<file path="src/rtl/prog_loader_pkg.sv">
// Shared constants and state encoding for the program loader.
package prog_loader_pkg;

    localparam int DEPTH   = 32;
    localparam int ADDR_W  = 5;
    localparam int DATA_W  = 8;
    localparam int CNT_W   = ADDR_W + 1;
    localparam int HDR_MIN = 1;
    localparam int HDR_MAX = DEPTH;

    typedef enum logic [2:0] {
        IDLE,
        LOAD,
        CHECK,
        DONE,
        ERR
    } state_t;

endpackage

</file>
<file path="src/rtl/prog_loader_if.sv">
// Byte-stream valid/ready handshake feeding the loader.
interface prog_loader_if;
    import prog_loader_pkg::*;

    logic              in_valid;
    logic [DATA_W-1:0] in_data;
    logic              in_ready;

    modport master (output in_valid, output in_data, input in_ready);
    modport slave  (input in_valid, input in_data, output in_ready);

endinterface

</file>
<file path="src/rtl/prog_loader.sv">
// Loads a framed byte stream (length, payload, checksum) into CPU memory
// and releases the CPU only when the checksum matches.
module prog_loader
    import prog_loader_pkg::*;
(
    input  logic              clock,
    input  logic              reset,
    prog_loader_if.slave      stream,
    input  logic              load_req,
    output logic              mem_we,
    output logic [ADDR_W-1:0] mem_addr,
    output logic [DATA_W-1:0] mem_wdata,
    output logic              busy,
    output logic              done,
    output logic              error,
    output logic              cpu_start,
    output logic              cpu_run
);

    state_t            state, state_nxt;
    logic [CNT_W-1:0]  count;
    logic [CNT_W-1:0]  len;
    logic [DATA_W-1:0] sum;
    logic              accept;
    logic              hdr_ok;
    logic              last_byte;
    logic              sum_ok;

    assign stream.in_ready = !reset &&
                             (state == IDLE || state == LOAD || state == CHECK);
    assign accept    = stream.in_valid && stream.in_ready;
    assign hdr_ok    = (stream.in_data >= DATA_W'(HDR_MIN)) &&
                       (stream.in_data <= DATA_W'(HDR_MAX));
    assign last_byte = (count + CNT_W'(1)) == len;
    assign sum_ok    = stream.in_data == sum;

    assign busy    = (state == LOAD) || (state == CHECK);
    assign cpu_run = (state == DONE);

    always_ff @(posedge clock) begin
        // NOTE: registers take non-blocking assignments so every flop samples pre-edge values.
        if (reset) state <= IDLE;
        else       state <= state_nxt;
    end

    always_comb begin
        // NOTE: default first so no path through the case leaves state_nxt unassigned (no latch).
        state_nxt = state;
        unique case (state)
            IDLE:     if (accept) state_nxt = hdr_ok ? LOAD : ERR;
            LOAD:     if (accept && last_byte) state_nxt = CHECK;
            CHECK:    if (accept) state_nxt = sum_ok ? DONE : ERR;
            DONE, ERR: if (load_req) state_nxt = IDLE;
            default:  state_nxt = IDLE;
        endcase
    end

    // Datapath: header latch, payload writes, running checksum, status flags.
    always_ff @(posedge clock) begin
        if (reset) begin
            count     <= '0;
            len       <= '0;
            sum       <= '0;
            mem_we    <= 1'b0;
            mem_addr  <= '0;
            mem_wdata <= '0;
            done      <= 1'b0;
            error     <= 1'b0;
            cpu_start <= 1'b0;
        end else begin
            mem_we    <= 1'b0;
            cpu_start <= 1'b0;
            if (accept) begin
                unique case (state)
                    IDLE: begin
                        len   <= stream.in_data[CNT_W-1:0];
                        count <= '0;
                        sum   <= '0;
                        done  <= 1'b0;
                        error <= !hdr_ok;
                    end
                    LOAD: begin
                        mem_we    <= 1'b1;
                        mem_addr  <= count[ADDR_W-1:0];
                        mem_wdata <= stream.in_data;
                        sum       <= sum + stream.in_data;
                        count     <= count + CNT_W'(1);
                    end
                    CHECK: begin
                        done      <= sum_ok;
                        error     <= !sum_ok;
                        cpu_start <= sum_ok;
                    end
                    default: ;
                endcase
            end
        end
    end

endmodule
</file>
<file path="src/flat_wrapper.sv">
// flat-port wrapper written by rule: the top's interface ports become plain ports
module prog_loader_flat import prog_loader_pkg::*;
  (clock, reset, load_req, mem_we, mem_addr, mem_wdata, busy, done, error, cpu_start, cpu_run, stream_in_valid, stream_in_data, stream_in_ready);
  prog_loader_if stream_i ();
  input  logic clock;
  input  logic reset;
  input  logic load_req;
  output logic mem_we;
  output logic [ADDR_W-1:0] mem_addr;
  output logic [DATA_W-1:0] mem_wdata;
  output logic busy;
  output logic done;
  output logic error;
  output logic cpu_start;
  output logic cpu_run;
  input wire logic [$bits(stream_i.in_valid)-1:0] stream_in_valid;
  input wire logic [$bits(stream_i.in_data)-1:0] stream_in_data;
  output wire logic [$bits(stream_i.in_ready)-1:0] stream_in_ready;
  assign stream_i.in_valid = stream_in_valid;
  assign stream_i.in_data = stream_in_data;
  assign stream_in_ready = stream_i.in_ready;
  prog_loader u_core (.clock(clock), .reset(reset), .stream(stream_i), .load_req(load_req), .mem_we(mem_we), .mem_addr(mem_addr), .mem_wdata(mem_wdata), .busy(busy), .done(done), .error(error), .cpu_start(cpu_start), .cpu_run(cpu_run));
endmodule
</file>
<file path="config.mk">
export PLATFORM = sky130hd
export DESIGN_NAME = prog_loader_flat
export DESIGN_NICKNAME = d
export VERILOG_FILES = /design/src/rtl/prog_loader_pkg.sv /design/src/rtl/prog_loader_if.sv /design/src/rtl/prog_loader.sv /design/src/flat_wrapper.sv
export SDC_FILE = /design/constraint.sdc
export NUM_CORES = 1
export LEC_CHECK = 0
export ABC_AREA = 1
export CAP_MARGIN = 20
export CORE_MARGIN = 1
export CORE_UTILIZATION = 56
export CTS_CLUSTER_SIZE = 10
export DETAILED_ROUTE_END_ITERATION = 10
export DONT_BUFFER_PORTS = 1
export GPL_TIMING_DRIVEN = 1
export HOLD_SLACK_MARGIN = 0.03
export PLACE_DENSITY = 0.85
export SLEW_MARGIN = 30
export SYNTH_ARGS = -nofsm -noshare
export SYNTH_HDL_FRONTEND = slang
export SYNTH_SLANG_ARGS = --single-unit
</file>
<file path="constraint.sdc">
create_clock -name clock -period 1.7 [get_ports clock]
set_input_delay 0.34 -clock clock [delete_from_list [all_inputs] [get_ports clock]]
set_output_delay 0.34 -clock clock [all_outputs]
set_load 0.03 [all_outputs]
</file>
## After elaboration in Yosys (flattened, before gate mapping)

Index checks and enable logic that the tools add are counted.

- Reductions and logical operators: 21
- $add $sub $neg: 2
- Equality and inequality tests: 10
- $lt $le $gt $ge: 2
- Bitwise operators: 2
- Mux-type cells: 12

Operator list:

| operator | number |
|---|---|
| two-way mux 3 bit | 6 |
| case mux 8 bit (2 select lines) | 1 |
| case mux 3 bit (4 select lines) | 1 |
| case mux 6 bit (2 select lines) | 1 |
| adder 8 bit | 1 |
| equality test 8 bit | 1 |
| greater-or-equal comparator 8 x 1 -> 1 bit, second input constant | 1 |
| less-or-equal comparator 8 x 6 -> 1 bit, second input constant | 1 |
| AND reduction 2 bit | 4 |
| adder 6 x 1 -> 6 bit, second input constant | 1 |
| equality test 3 x 2 -> 1 bit, second input constant | 2 |
| equality test 6 bit | 1 |
| logical AND 1 bit | 4 |
| inequality test 2 x 1 -> 1 bit, second input constant | 2 |
| inequality test 2 bit, second input constant | 2 |
| case mux 1 bit (2 select lines) | 2 |
| AND reduction 4 bit | 1 |
| nonzero test 2 bit | 2 |
| OR reduction 2 bit | 2 |
| equality test 3 x 1 -> 1 bit, second input constant | 1 |
| equality test 3 bit, second input constant | 1 |
| zero test 1 bit | 3 |
| zero test 3 bit | 1 |
| logical OR 1 bit | 3 |
| other kinds (3) | 4 |

- Output and inout port bits: 20
- Word-level logic and storage cells: 59
- Flip-flop bits (word level): 40
- Bits of input ports: 12

## Longest topological paths before layout

Gate-level depths: netlist of run 1.

- Word-level depth: 8
- Mapped depth: 13

## Worst setup path after synthesis of run 1

Ideal clock, no wire load.

- Path kind: input-to-reg
- From: input port stream_in_data[0]
- To: register u_core.sum[6]
- Data required time: 1627 ps
- Data arrival time: 1614 ps
- Cell stages on the path: 10
- Library setup time: 73 ps
- Setup slack: 13 ps
- Buffers on the path: 0
- Path through: ha_1 > fa_1 > nand3_1 > nand2_1 > nand2_1 > nand2_1 > a21o_1 > a21oi_1 > o21ai_0 > a21oi_1

- Cells in the longest elaborated chain, start to end: 2

RTL lines:

| item | RTL line | text |
|---|---|---|
| start, declared | flat_wrapper.sv:17 | `input wire logic [$bits(stream_i.in_data)-1:0] stream_in_data;` |
| adder 8 bit | prog_loader.sv:86 | `sum <= sum + stream.in_data;` |
| case mux 8 bit (2 select lines) | prog_loader.sv:74 | `unique case (state)` |
| end signal, assigned | prog_loader.sv:86 |  |
| end, declared | prog_loader.sv:23 | `logic [DATA_W-1:0] sum;` |

No other way between the ends.
A chain may end at the register's enable or synchronous reset.

## Worst setup path in the final report of run 1

- From: register u_core.sum[0]
- To: register u_core.sum[6]

- Cells in the longest elaborated chain, start to end: 2

RTL lines:

| item | RTL line |
|---|---|
| adder 8 bit | prog_loader.sv:86 |
| case mux 8 bit (2 select lines) | prog_loader.sv:74 |

No other way between the ends.

==> results of run 1 <==
[worst register-to-register path, delay by kind of cell, from the launching register on]
family / cells / cell delay (ns)
buffers and inverters: 1 / 0.14
AO/OA/AOI/OAI: 3 / 0.44
flip-flops: 1 / 0.34
adder cells (fa/ha/maj): 2 / 0.52
AND/OR/NAND/NOR: 4 / 0.31
[kinds of logic (layout without fill, tap and decap cells)]
kind of cell,after synthesis,after routing
flops,40,40
xor+xnor,2,2
buf+inv,43,61
simple gates,134,134
compound gates,64,64
fa+ha+maj,9,9
[area by class of cell]
cell class                      count  area (µm²)  share of cell area, %
Sequential cell                    40         808                   32.2
Tap cell                           48        60.1                   2.39
Timing Repair Buffer               19         155                   6.18
Clock buffer                        5        68.8                   2.74
Inverter                           34         134                   5.33
Clock inverter                      3        42.5                   1.69
Multi-Input combinational cell    209        1240                   49.5
[how the worst min path moves through the flow]
stage                                          start                      endpoint  slack (ns)  cells after the start
after floorplan           u_core.len[3]$_SDFFE_PP0P_    u_core.len[3]$_SDFFE_PP0P_        0.44                      2
after global placement                         reset    u_core.sum[0]$_SDFFE_PP0P_        0.41                      1
after detailed placement                       reset    u_core.sum[5]$_SDFFE_PP0P_        0.41                      1
after CTS                                      reset    u_core.sum[0]$_SDFFE_PP0P_        0.08                      1
after global routing                           reset  u_core.count[1]$_SDFFE_PP0P_        0.07                      1
final                                          reset  u_core.count[1]$_SDFFE_PP0P_        0.08                      1
[registers in the layout, indices dropped and copies added (netlist names)]
signal,cells
u_core.cpu_start,1
u_core.count,6
u_core.sum,8
u_core.mem_wdata,8
u_core.mem_addr,5
u_core.done,1
u_core.len,6
u_core.error,1
u_core.state,3
u_core.mem_we,1
[where the power goes]
group,leakage (nW),internal (mW),switching [mW]
clock,0.0541,0.435,0.364
sequential,0.327,0.959,0.0294
combinational,0.729,0.0737,0.131
[timing repair]
item,CTS,global route
setup endpoints to repair,7,8
buffers inserted,1,3
resized for setup,11,21
pin swaps,3,10
[metal layers]
layer	routed length [µm]	GRT usage, %	vias up	share of wire (%)
met1	2170	33.4	960	39
met2	2890	48.9	84	53
met3	317	7.68	16	5.8
met4	116	13.4	0	2.1
met5	0	0	-	0
li1	-	-	985	-
[per-stage QoR]
step | hold WS, ns | power, mW
final | 0.0829 | 1.99
after global routing | 0.0742 | 2.05
after CTS | 0.0836 | 1.98
after detailed placement | 0.407 | 1.20
after global placement | 0.406 | 1.19
after floorplan | 0.444 | 1.16
[cells in the final DEF, fill, tap and decap left out, types with 3 or more instances in the layout]
cell | synthesis | layout
inv_1 | 30 | 29
nand4_1 | 4 | 4
ha_1 | 8 | 6
nand3_1 | 17 | 15
o21ai_0 | 21 | 19
a21oi_2 | 10 | 14
clkbuf_8 | 0 | 5
nor2_1 | 33 | 32
nand2_2 | 11 | 17
dfxtp_2 | 0 | 6
buf_4 | 0 | 18
nand3_2 | 1 | 3
nor2_4 | 3 | 3
a21oi_1 | 25 | 20
dfxtp_1 | 40 | 34
nand2_1 | 58 | 51
==> impl_results.md, run 1 <==
* Worst Setup Path Type: flop to flop
* Worst Reg2Reg Path Length in Cells at 10
* Ys Warns at 0
* Initial antenna violation count at 0
* Placed cells at 346
* Clock root buffer: clkbuf_8
* Worst Path Buf+Inv at 1
* CTS Hold Buffers Added at 0
* Top cell type's share of synthesized area at 37.4%
* First-pass GRT wire length at 9000 µm
* Drt total wl at 5490 µm
* Critical Path AT at 2.06 ns
* Flops & latches, synth at 40
* Total core area at 0.00366 mm²
* Final Skew at 0.00689 ns
* Final GP Congestion at 0.892
* Max_slew headroom at 77.0%
* Flop2flop setup slack at -0.17 ns
* Post-Synthesis Cells at 292
* CP peak stage delay at 0.36 ns
* Worst-path clk slew at 0.09 ns
* Worst-path cell chain: ha_4 > fa_2 > nand3_2 > nand2_2 > nand2_2 > nand2_2 > a21o_1 > buf_4 > o21ai_2 > a21oi_2
* Starting density of the core at 58.5%
* Largest family of logic cells by synthesized area: simple AND/OR/NAND/NOR gates
* Share of post-route cells with drive strength above 1 at 28.4%
* Synth Flop Type: dfxtp_1
* Endpoints failing hold at 0
* Mapped Nets at 313
* Synth unique cells at 35
* Port buffer count at 0
* Crit path capture: u_core.sum[6]$_SDFFE_PP0P_
* Post-DP HPWL at 3460 µm
* Compound-gate portion of the synthesized area at 17.9%
* Post-route setup TNS at -0.169 ns
* Clk Latency, worst-skew pair at 0.30 ns
* DR iter-0 viols at 178
* Worst-margin pin slew at 0.345 ns
* XOR/XNOR share of the synthesized area at 0.817%
* Antenna diodes at 0
* Vias at 2045
* Leak at 1.11 nW
* GRT Overall Usage at 28.8%
* Status: complete, but fails checks
* RSZ-0062 raised after global routing: yes
* Min Tclk post-route at 1.87 ns
* Drt first pass iters at 4
* Top cells by count, synth: nand2_1 (58), dfxtp_1 (40), nor2_1 (33), inv_1 (30), a21oi_1 (25)
* Worst VDD drop at 558 µV
* Most frequent cell after synthesis: nand2_1
* Vias in the first global route at 1925
* Avg Inst Size Synth at 7.34 µm²
* Slew Viols, Final at 0
* Req. time, crit path at 1.89 ns
* Worst path depth at 10
* Worst-path fanout max at 2
* CTS buffer count at 5
* CTS tree: yes
* Kind of cell adding the most delay to the critical path: adder cells
* Reg-to-Reg End: u_core.sum[6]$_SDFFE_PP0P_
* Period utilization at 110%
* Top-Level Pins at 32
* CP Launch Point: u_core.sum[0]$_SDFFE_PP0P_
* Final core utilization at 68.6%
* Cell accounting for the most synthesized area: dfxtp_1
* Fin nets at 330
* Max Cap Viol at 0
* Post-Layout Cell Count at 358
* Highest-delay cell along the critical path: fa_2
* FFs w/ async S/R, synth at 0%
* Hold Crit Class: input port to flop
* Via/cell ratio at 5.71
* Synth top area cells: dfxtp_1 (37%), nand2_1 (10%), a21oi_1 (5.8%)
* Largest net degree at the start of global routing at 21
* Post-Synth Simple-Gate Area at 29.1%
* R2R Path Start: u_core.sum[0]$_SDFFE_PP0P_
* Worst setup EP type: flop
* Failing checks: negative setup slack
* Row cnt at 22
* Dpl cell area at 0.00226 mm²
* Setup violations, final at 1
* Power per cell area at 793 mW/mm²
* Final ANT Viol Nets at 0
* Sink Count at 40
* CTS max path bufs at 2
* Die height at 63.9 µm
* H-tree depth at 2
* Number of synthesized flops with an enable pin at 0
* Fmax at 0.535 GHz
* Sequential-to-total area share from yosys stat at 37.4%
* Grt ovf at 0
* Die X at 63.9 µm
* Worst setup margin at -0.169 ns
* WL per Instance at 15.3 µm
* Fill count at 270
* Synthesized area at 0.00214 mm²
* CP startpoint kind: flop
* Area delta synth->final at 17.2%
* Post-route cell area at 0.00251 mm²
* Most common cell on crit path: nand2_2
* Drt drc at 0
* Die ar. at 0.00408 mm²
* Post-Synth Adder-Cell Area at 5.60%
* Mux cell area share after synthesis at 0%
* Place WS at -0.140 ns
(Power assumes the default switching activity.)
==> run 2, diff against run 1 <==
--- a/config.mk
+++ b/config.mk
@@ -8,13 +8,13 @@
 export ABC_AREA = 1
 export CAP_MARGIN = 20
 export CORE_MARGIN = 1
-export CORE_UTILIZATION = 56
+export CORE_UTILIZATION = 60
 export CTS_CLUSTER_SIZE = 10
 export DETAILED_ROUTE_END_ITERATION = 10
 export DONT_BUFFER_PORTS = 1
 export GPL_TIMING_DRIVEN = 1
 export HOLD_SLACK_MARGIN = 0.03
-export PLACE_DENSITY = 0.85
+export PLACE_DENSITY = 0.87
 export SLEW_MARGIN = 30
 export SYNTH_ARGS = -nofsm -noshare
 export SYNTH_HDL_FRONTEND = slang
==> constraint.sdc (replaced) <==
create_clock -name clock -period 2.05 [get_ports clock]
set_input_delay 0.41 -clock clock [delete_from_list [all_inputs] [get_ports clock]]
set_output_delay 0.41 -clock clock [all_outputs]
set_load 0.03 [all_outputs]
==> impl_results.md, run 2 (same netlist as run 1, synthesis figures left out) <==
* Status: complete, no violations
* Min Tclk post-route at 1.80 ns
* Vias in the first global route at 1725 (-10%)
* Die X at 61.8 µm (-3.3%)
* Die height at 61.8 µm (-3.3%)
* Overall power at 1.34 mW (-33%)
* Fill count at 284 (+5.2%)
* Drt total wl at 4560 µm (-17%)
* Biggest regs: u_core.mem_wdata: 8 flops, u_core.sum: 8 flops
* Slew Viols, Final at 0 (unchanged)
* Worst-path cell chain: inv_1 > nor3_2 > inv_2 > nand2_1
* Power share of the combinational group at 10.4% (about the same)
* Via/cell ratio at 5.39 (-5.7%)
* Highest-delay cell along the critical path: dfxtp_1
* Setup violations, final at 0 (-1)
* Worst setup margin at 0.252 ns (+0.421 ns)
* Hold Crit Class: input port to flop
* Postcts setup bufs at 0 (-1)
* Antenna diodes at 0 (unchanged)
* DR iter-0 viols at 183 (+2.8%)
* Fmax at 0.556 GHz
* Post-DP HPWL at 3290 µm (-4.9%)
* Commonest non-fill, non-tap cell in the layout: nand2_1
* Grt ovf at 0 (unchanged)
* Most frequent cells in the layout: nand2_1 (58), dfxtp_1 (40), nor2_1 (33), inv_1 (30), a21oi_1 (25)
* Req. time, crit path at 1.64 ns (-0.25 ns)
* Worst-path fanout max at 5 (+3)
* Resize count post-CTS at 0 (-11)
* Starting density of the core at 63.2% (+4.7 points)
* Share of post-route cells with drive strength above 1 at 14.7% (-14 points)
* Final ANT Viol Nets at 0 (unchanged)
* Worst Path Buf+Inv at 2 (+1)
* Drt drc at 0 (unchanged)
* Met3 routed WL at 249 µm (-21%)
* Worst-margin pin slew at 0.479 ns (+0.134 ns)
* GRT Overall Usage at 27.3% (-1.5 points)
* Sequential share of power at 61.2% (+12 points)
* CTS tree: yes
* Leak at 0.988 nW (-11%)
* Clock root buffer: clkbuf_4
* Final Skew at 0.00488 ns (-0.00201 ns)
* Critical Path AT at 1.39 ns (-0.67 ns)
* CTS buffer count at 5 (unchanged)
* WL per Instance at 13.5 µm (-12%)
* Routed wl met2 at 2310 µm (-20%)
* Sw Share at 27.9% (+1.5 points)
* Initial antenna violation count at 0 (unchanged)
* Endpoints failing hold at 0 (unchanged)
* DR top layer: met4
* Max Cap Viol at 0 (unchanged)
* Largest net degree at the start of global routing at 28 (+33%)
* Met1 Routed Length at 1900 µm (-12%)
* Post-route cell area at 0.00221 mm² (-12%)
* Post-route setup TNS at 0 ns (+0.169 ns)
* Area delta synth->final at 2.92%
* Clk Latency, worst-skew pair at 0.36 ns (+0.06 ns)
* Port buffer count at 0 (unchanged)
* First-pass GRT wire length at 7420 µm (-17%)
* Final GP Congestion at 0.862 (-3.3%)
* CTS Hold Buffers Added at 0 (unchanged)
* CTS max path bufs at 2 (unchanged)
* Worst setup EP type: primary output
* Die ar. at 0.00381 mm² (-6.5%)
* Dpl cell area at 0.00216 mm² (-4.6%)
* CP startpoint kind: flop
* Kind of cell adding the most delay to the critical path: flip-flops
* Max_slew headroom at 68.0% (-8.9 points)
* Worst-path clk slew at 0.11 ns (+0.02 ns)
* Vias at 1826 (-11%)
* Period utilization at 87.7%
* Drt first pass iters at 4 (unchanged)
* CP peak stage delay at 0.43 ns (+0.07 ns)
* Worst VDD drop at 404 µV (-28%)
* Net Switching at 0.373 mW (-29%)
* Power per cell area at 607 mW/mm² (-23%)
* P_int at 0.966 mW (-34%)
* Fin nets at 314 (-4.8%)
* Place WS at 0.206 ns (+0.347 ns)
* Sink Count at 40 (unchanged)
* Hold Slack at 0.0946 ns (+0.0117 ns)
* RSZ-0062 raised after global routing: no
* Top-Level Pins at 32 (unchanged)
* Clock power frac at 28.4% (-12 points)
* H-tree depth at 2 (unchanged)
* Worst Setup Path Type: flop to primary output
* Total core area at 0.00339 mm² (-7.4%)
* Row cnt at 21 (-4.5%)
-- run 2: through the flow --
| stage | util [%] | cells |
|---|---|---|
| 3_3_place_gp | 63.7 | 332 |
| 2_1_floorplan | - | 292 |
| 4_1_cts | 65.1 | 339 |
| 5_1_grt | 65.1 | 339 |
| 3_5_place_dp | 63.7 | 332 |
| 6_report | 65.1 | 339 |
-- run 2: cell type report --
cell class / count / area, µm² / area share (%)
clock inverters: 1 / 5.00 / 0.227
inverters: 34 / 134 / 6.07
clock buffers: 6 / 41.3 / 1.87
repair buffers: 3 / 22.5 / 1.02
multi-input cells: 209 / 1140 / 51.9
well taps: 46 / 57.6 / 2.61
flip-flops and latches: 40 / 801 / 36.3
-- run 2: path summary, 6_finish.rpt --
check | from | end | slack (ns) | depth (start not counted)
worst max-delay path | u_core.state[0]$_SDFFE_PP0P_ | busy | 0.25 | 4
worst min-delay path | reset | u_core.sum[5]$_SDFFE_PP0P_ | 0.09 | 1
worst max register to register | u_core.state[1]$_SDFFE_PP0P_ | u_core.sum[3]$_SDFFE_PP0P_ | 0.26 | 9
worst min register to register | u_core.sum[0]$_SDFFE_PP0P_ | u_core.sum[0]$_SDFFE_PP0P_ | 0.48 | 2
-- run 2: routing by layer --
metal | track usage, % | vias up
met4 | 13.7 | 0
met3 | 8.07 | 10
met1 | 30.7 | 818
met2 | 46.9 | 42
met5 | 0 | -
li1 | - | 956
-- run 2: power groups by stage --
stage               clock network [mW]  logic (mW)  registers, mW
floorplan                            0       0.127          0.833
global placement                     0       0.135          0.836
detailed placement                   0       0.139          0.837
CTS                              0.383       0.140          0.819
global route                     0.409       0.158          0.823
finish                           0.380       0.140          0.819
==> run 3, diff against run 2 <==
--- a/config.mk
+++ b/config.mk
@@ -7,14 +7,17 @@
 export LEC_CHECK = 0
 export ABC_AREA = 1
 export CAP_MARGIN = 20
+export CELL_PAD_IN_SITES_DETAIL_PLACEMENT = 1
+export CELL_PAD_IN_SITES_GLOBAL_PLACEMENT = 1
+export CORE_ASPECT_RATIO = 1.75
 export CORE_MARGIN = 1
-export CORE_UTILIZATION = 60
+export CORE_UTILIZATION = 40
 export CTS_CLUSTER_SIZE = 10
 export DETAILED_ROUTE_END_ITERATION = 10
 export DONT_BUFFER_PORTS = 1
 export GPL_TIMING_DRIVEN = 1
 export HOLD_SLACK_MARGIN = 0.03
-export PLACE_DENSITY = 0.87
+export PLACE_DENSITY = 0.81
 export SLEW_MARGIN = 30
 export SYNTH_ARGS = -nofsm -noshare
 export SYNTH_HDL_FRONTEND = slang
==> impl_results.md, run 3 (same netlist as run 1, synthesis figures left out) <==
* Status: complete, but fails checks
* Failing checks: design-rule violations
* Slew Viols, Final at 0 (unchanged)
* Hold Crit Class: input port to flop
* CP startpoint kind: flop
* Max_slew headroom at 75.7% (+7.7 points)
* Worst-path cell chain: ha_1 > fa_1 > nand3_1 > nand2_1 > nand2_1 > nand2_1 > a21o_1 > a21oi_1 > o21ai_0 > a21oi_1
* Register Area at 801 µm² (unchanged)
* Sw Share at 24.6% (-3.3 points)
* Most frequent cells in the layout: nand2_1 (58), dfxtp_1 (40), nor2_1 (33), inv_1 (30), a21oi_1 (25)
* Drt total wl at 5540 µm (+21%)
* Leak at 1.04 nW (+5.2%)
* Total core area at 0.00506 mm² (+49%)
* Area of the multi-input gates at 0.00114 mm² (unchanged)
* Die X at 57.3 µm (-7.2%)
* CTS tree: yes
* Largest net degree at the start of global routing at 23 (-18%)
* Drt drc at 1 (+1)
* P_int at 1.27 mW (+32%)
* Biggest regs: u_core.mem_wdata: 8 flops, u_core.sum: 8 flops
* Antenna diodes at 0 (unchanged)
* Worst Setup Path Type: flop to flop
* Worst setup EP type: flop
* Most common cell on crit path: nand2_1
* Clock power frac at 42.7% (+14 points)
* Commonest non-fill, non-tap cell in the layout: nand2_1
* CTS max path bufs at 2 (unchanged)
* Drt first pass iters at 7 (+3)
* Die ar. at 0.00567 mm² (+49%)
* Clock root buffer: clkbuf_8
* Sequential share of power at 48.6% (-13 points)
* Final ANT Viol Nets at 0 (unchanged)
* Share of post-route cells with drive strength above 1 at 16.2% (+1.5 points)
* Top-Level Pins at 32 (unchanged)
* First-pass GRT wire length at 9320 µm (+25%)
* Endpoints failing hold at 0 (unchanged)
* Worst Path Buf+Inv at 0 (-2)
* Net Switching at 0.414 mW (+11%)
* Worst VDD drop at 385 µV (-4.8%)
* Min Tclk post-route at 1.81 ns (+0.00941 ns)
* Period utilization at 88.2% (+0.46 points)
* Placed cells at 343 (+3.3%)
* Req. time, crit path at 2.28 ns (+0.64 ns)
* Power share of the combinational group at 8.8% (-1.6 points)
* Power per cell area at 728 mW/mm² (+20%)
* CTS Hold Buffers Added at 0 (unchanged)
* CTS buffer count at 5 (unchanged)
* Area delta synth->final at 8.17%
* WL per Instance at 15.8 µm (+17%)
* Row cnt at 34 (+62%)
* Grt ovf at 0 (unchanged)
* Critical Path AT at 2.04 ns (+0.65 ns)
* Fin nets at 317 (+0.96%)
* GRT Overall Usage at 21.6% (-5.7 points)
* H-tree depth at 2 (unchanged)
* Sink Count at 40 (unchanged)
* RSZ-0062 raised after global routing: no
* Die height at 98.8 µm (+60%)
* Highest-delay cell along the critical path: fa_1
* Post-Layout Cell Count at 351 (+3.5%)
* DR iter-0 viols at 18 (-90%)
* Max Cap Viol at 0 (unchanged)
* Starting density of the core at 42.3% (-21 points)
* CP peak stage delay at 0.42 ns (about the same)
* Final core utilization at 45.8% (-19 points)
* Post-DP HPWL at 4160 µm (+26%)
* Setup violations, final at 0 (unchanged)
* Worst-path clk slew at 0.08 ns (-0.03 ns)
* Post-route cell area at 0.00232 mm² (+5.1%)
* Clk Latency, worst-skew pair at 0.30 ns (-0.06 ns)
* Final GP Congestion at 0.866 (+0.52%)
* Port buffer count at 0 (unchanged)
* Via/cell ratio at 5.46 (+1.4%)
* Vias in the first global route at 2008 (+16%)
* Worst-margin pin slew at 0.365 ns (-0.114 ns)
* Fill count at 650 (+130%)
* Fmax at 0.553 GHz (-0.52%)
* Worst-path fanout max at 2 (-3)
* Vias at 1917 (+5.0%)
* Dpl cell area at 0.00219 mm² (+1.5%)
* Resize count post-CTS at 0 (unchanged)
* Postcts setup bufs at 0 (unchanged)
* Initial antenna violation count at 0 (unchanged)
* Kind of cell adding the most delay to the critical path: adder cells
* Post-route setup TNS at 0 ns (unchanged)
* Final Skew at 0.00610 ns (+0.00122 ns)
==> run 3: final timing paths <==
path | slack (ns) | end | depth (start not counted) | start
worst max-delay path | 0.24 | u_core.sum[6]$_SDFFE_PP0P_ | 10 | u_core.sum[0]$_SDFFE_PP0P_
worst min register to register | 0.47 | u_core.sum[6]$_SDFFE_PP0P_ | 2 | u_core.sum[6]$_SDFFE_PP0P_
worst max register to register | 0.24 | u_core.sum[6]$_SDFFE_PP0P_ | 10 | u_core.sum[0]$_SDFFE_PP0P_
worst min-delay path | 0.17 | u_core.count[5]$_SDFFE_PP0P_ | 1 | reset
==> run 3: routing by layer <==
| layer | wire length (µm) | GRT usage (%) | vias to the layer above |
|---|---|---|---|
| li1 | - | - | 956 |
| met1 | 2100 | 20.4 | 923 |
| met2 | 3170 | 42.0 | 25 |
| met3 | 114 | 3.67 | 13 |
| met4 | 159 | 11.8 | 0 |
| met5 | 0 | 0 | - |
==> run 3: power groups by stage <==
stage	sequential (mW)	clock, mW	combinational, mW
floorplan	0.833	0	0.127
global placement	0.837	0	0.144
detailed placement	0.837	0	0.149
CTS	0.820	0.739	0.150
global route	0.822	0.763	0.167
finish	0.819	0.720	0.148
==> run 3: final cells by class <==
class	instances	area share [%]
flip-flops and latches	40	34.5
well taps	54	2.91
clock buffers	7	4.16
repair buffers	6	1.94
multi-input cells	209	49.4
inverters	34	5.77
clock inverters	1	1.30
==> run 3: worst register-to-register path, delay by kind of cell (launching register included) <==
kind	cells	cell delay, ns
flip-flops	1	0.33
AND/OR/NAND/NOR	4	0.29
AO/OA/AOI/OAI	4	0.47
adder cells (fa/ha/maj)	2	0.65
==> run 3: through the flow <==
stage / hold slack, ns / setup slack (ns) / power, mW
finish: 0.168 / 0.243 / 1.69
CTS: 0.156 / 0.233 / 1.71
global placement: 0.453 / 0.198 / 0.982
global route: 0.151 / 0.00722 / 1.75
detailed placement: 0.459 / 0.163 / 0.986
floorplan: 0.444 / 0.293 / 0.960
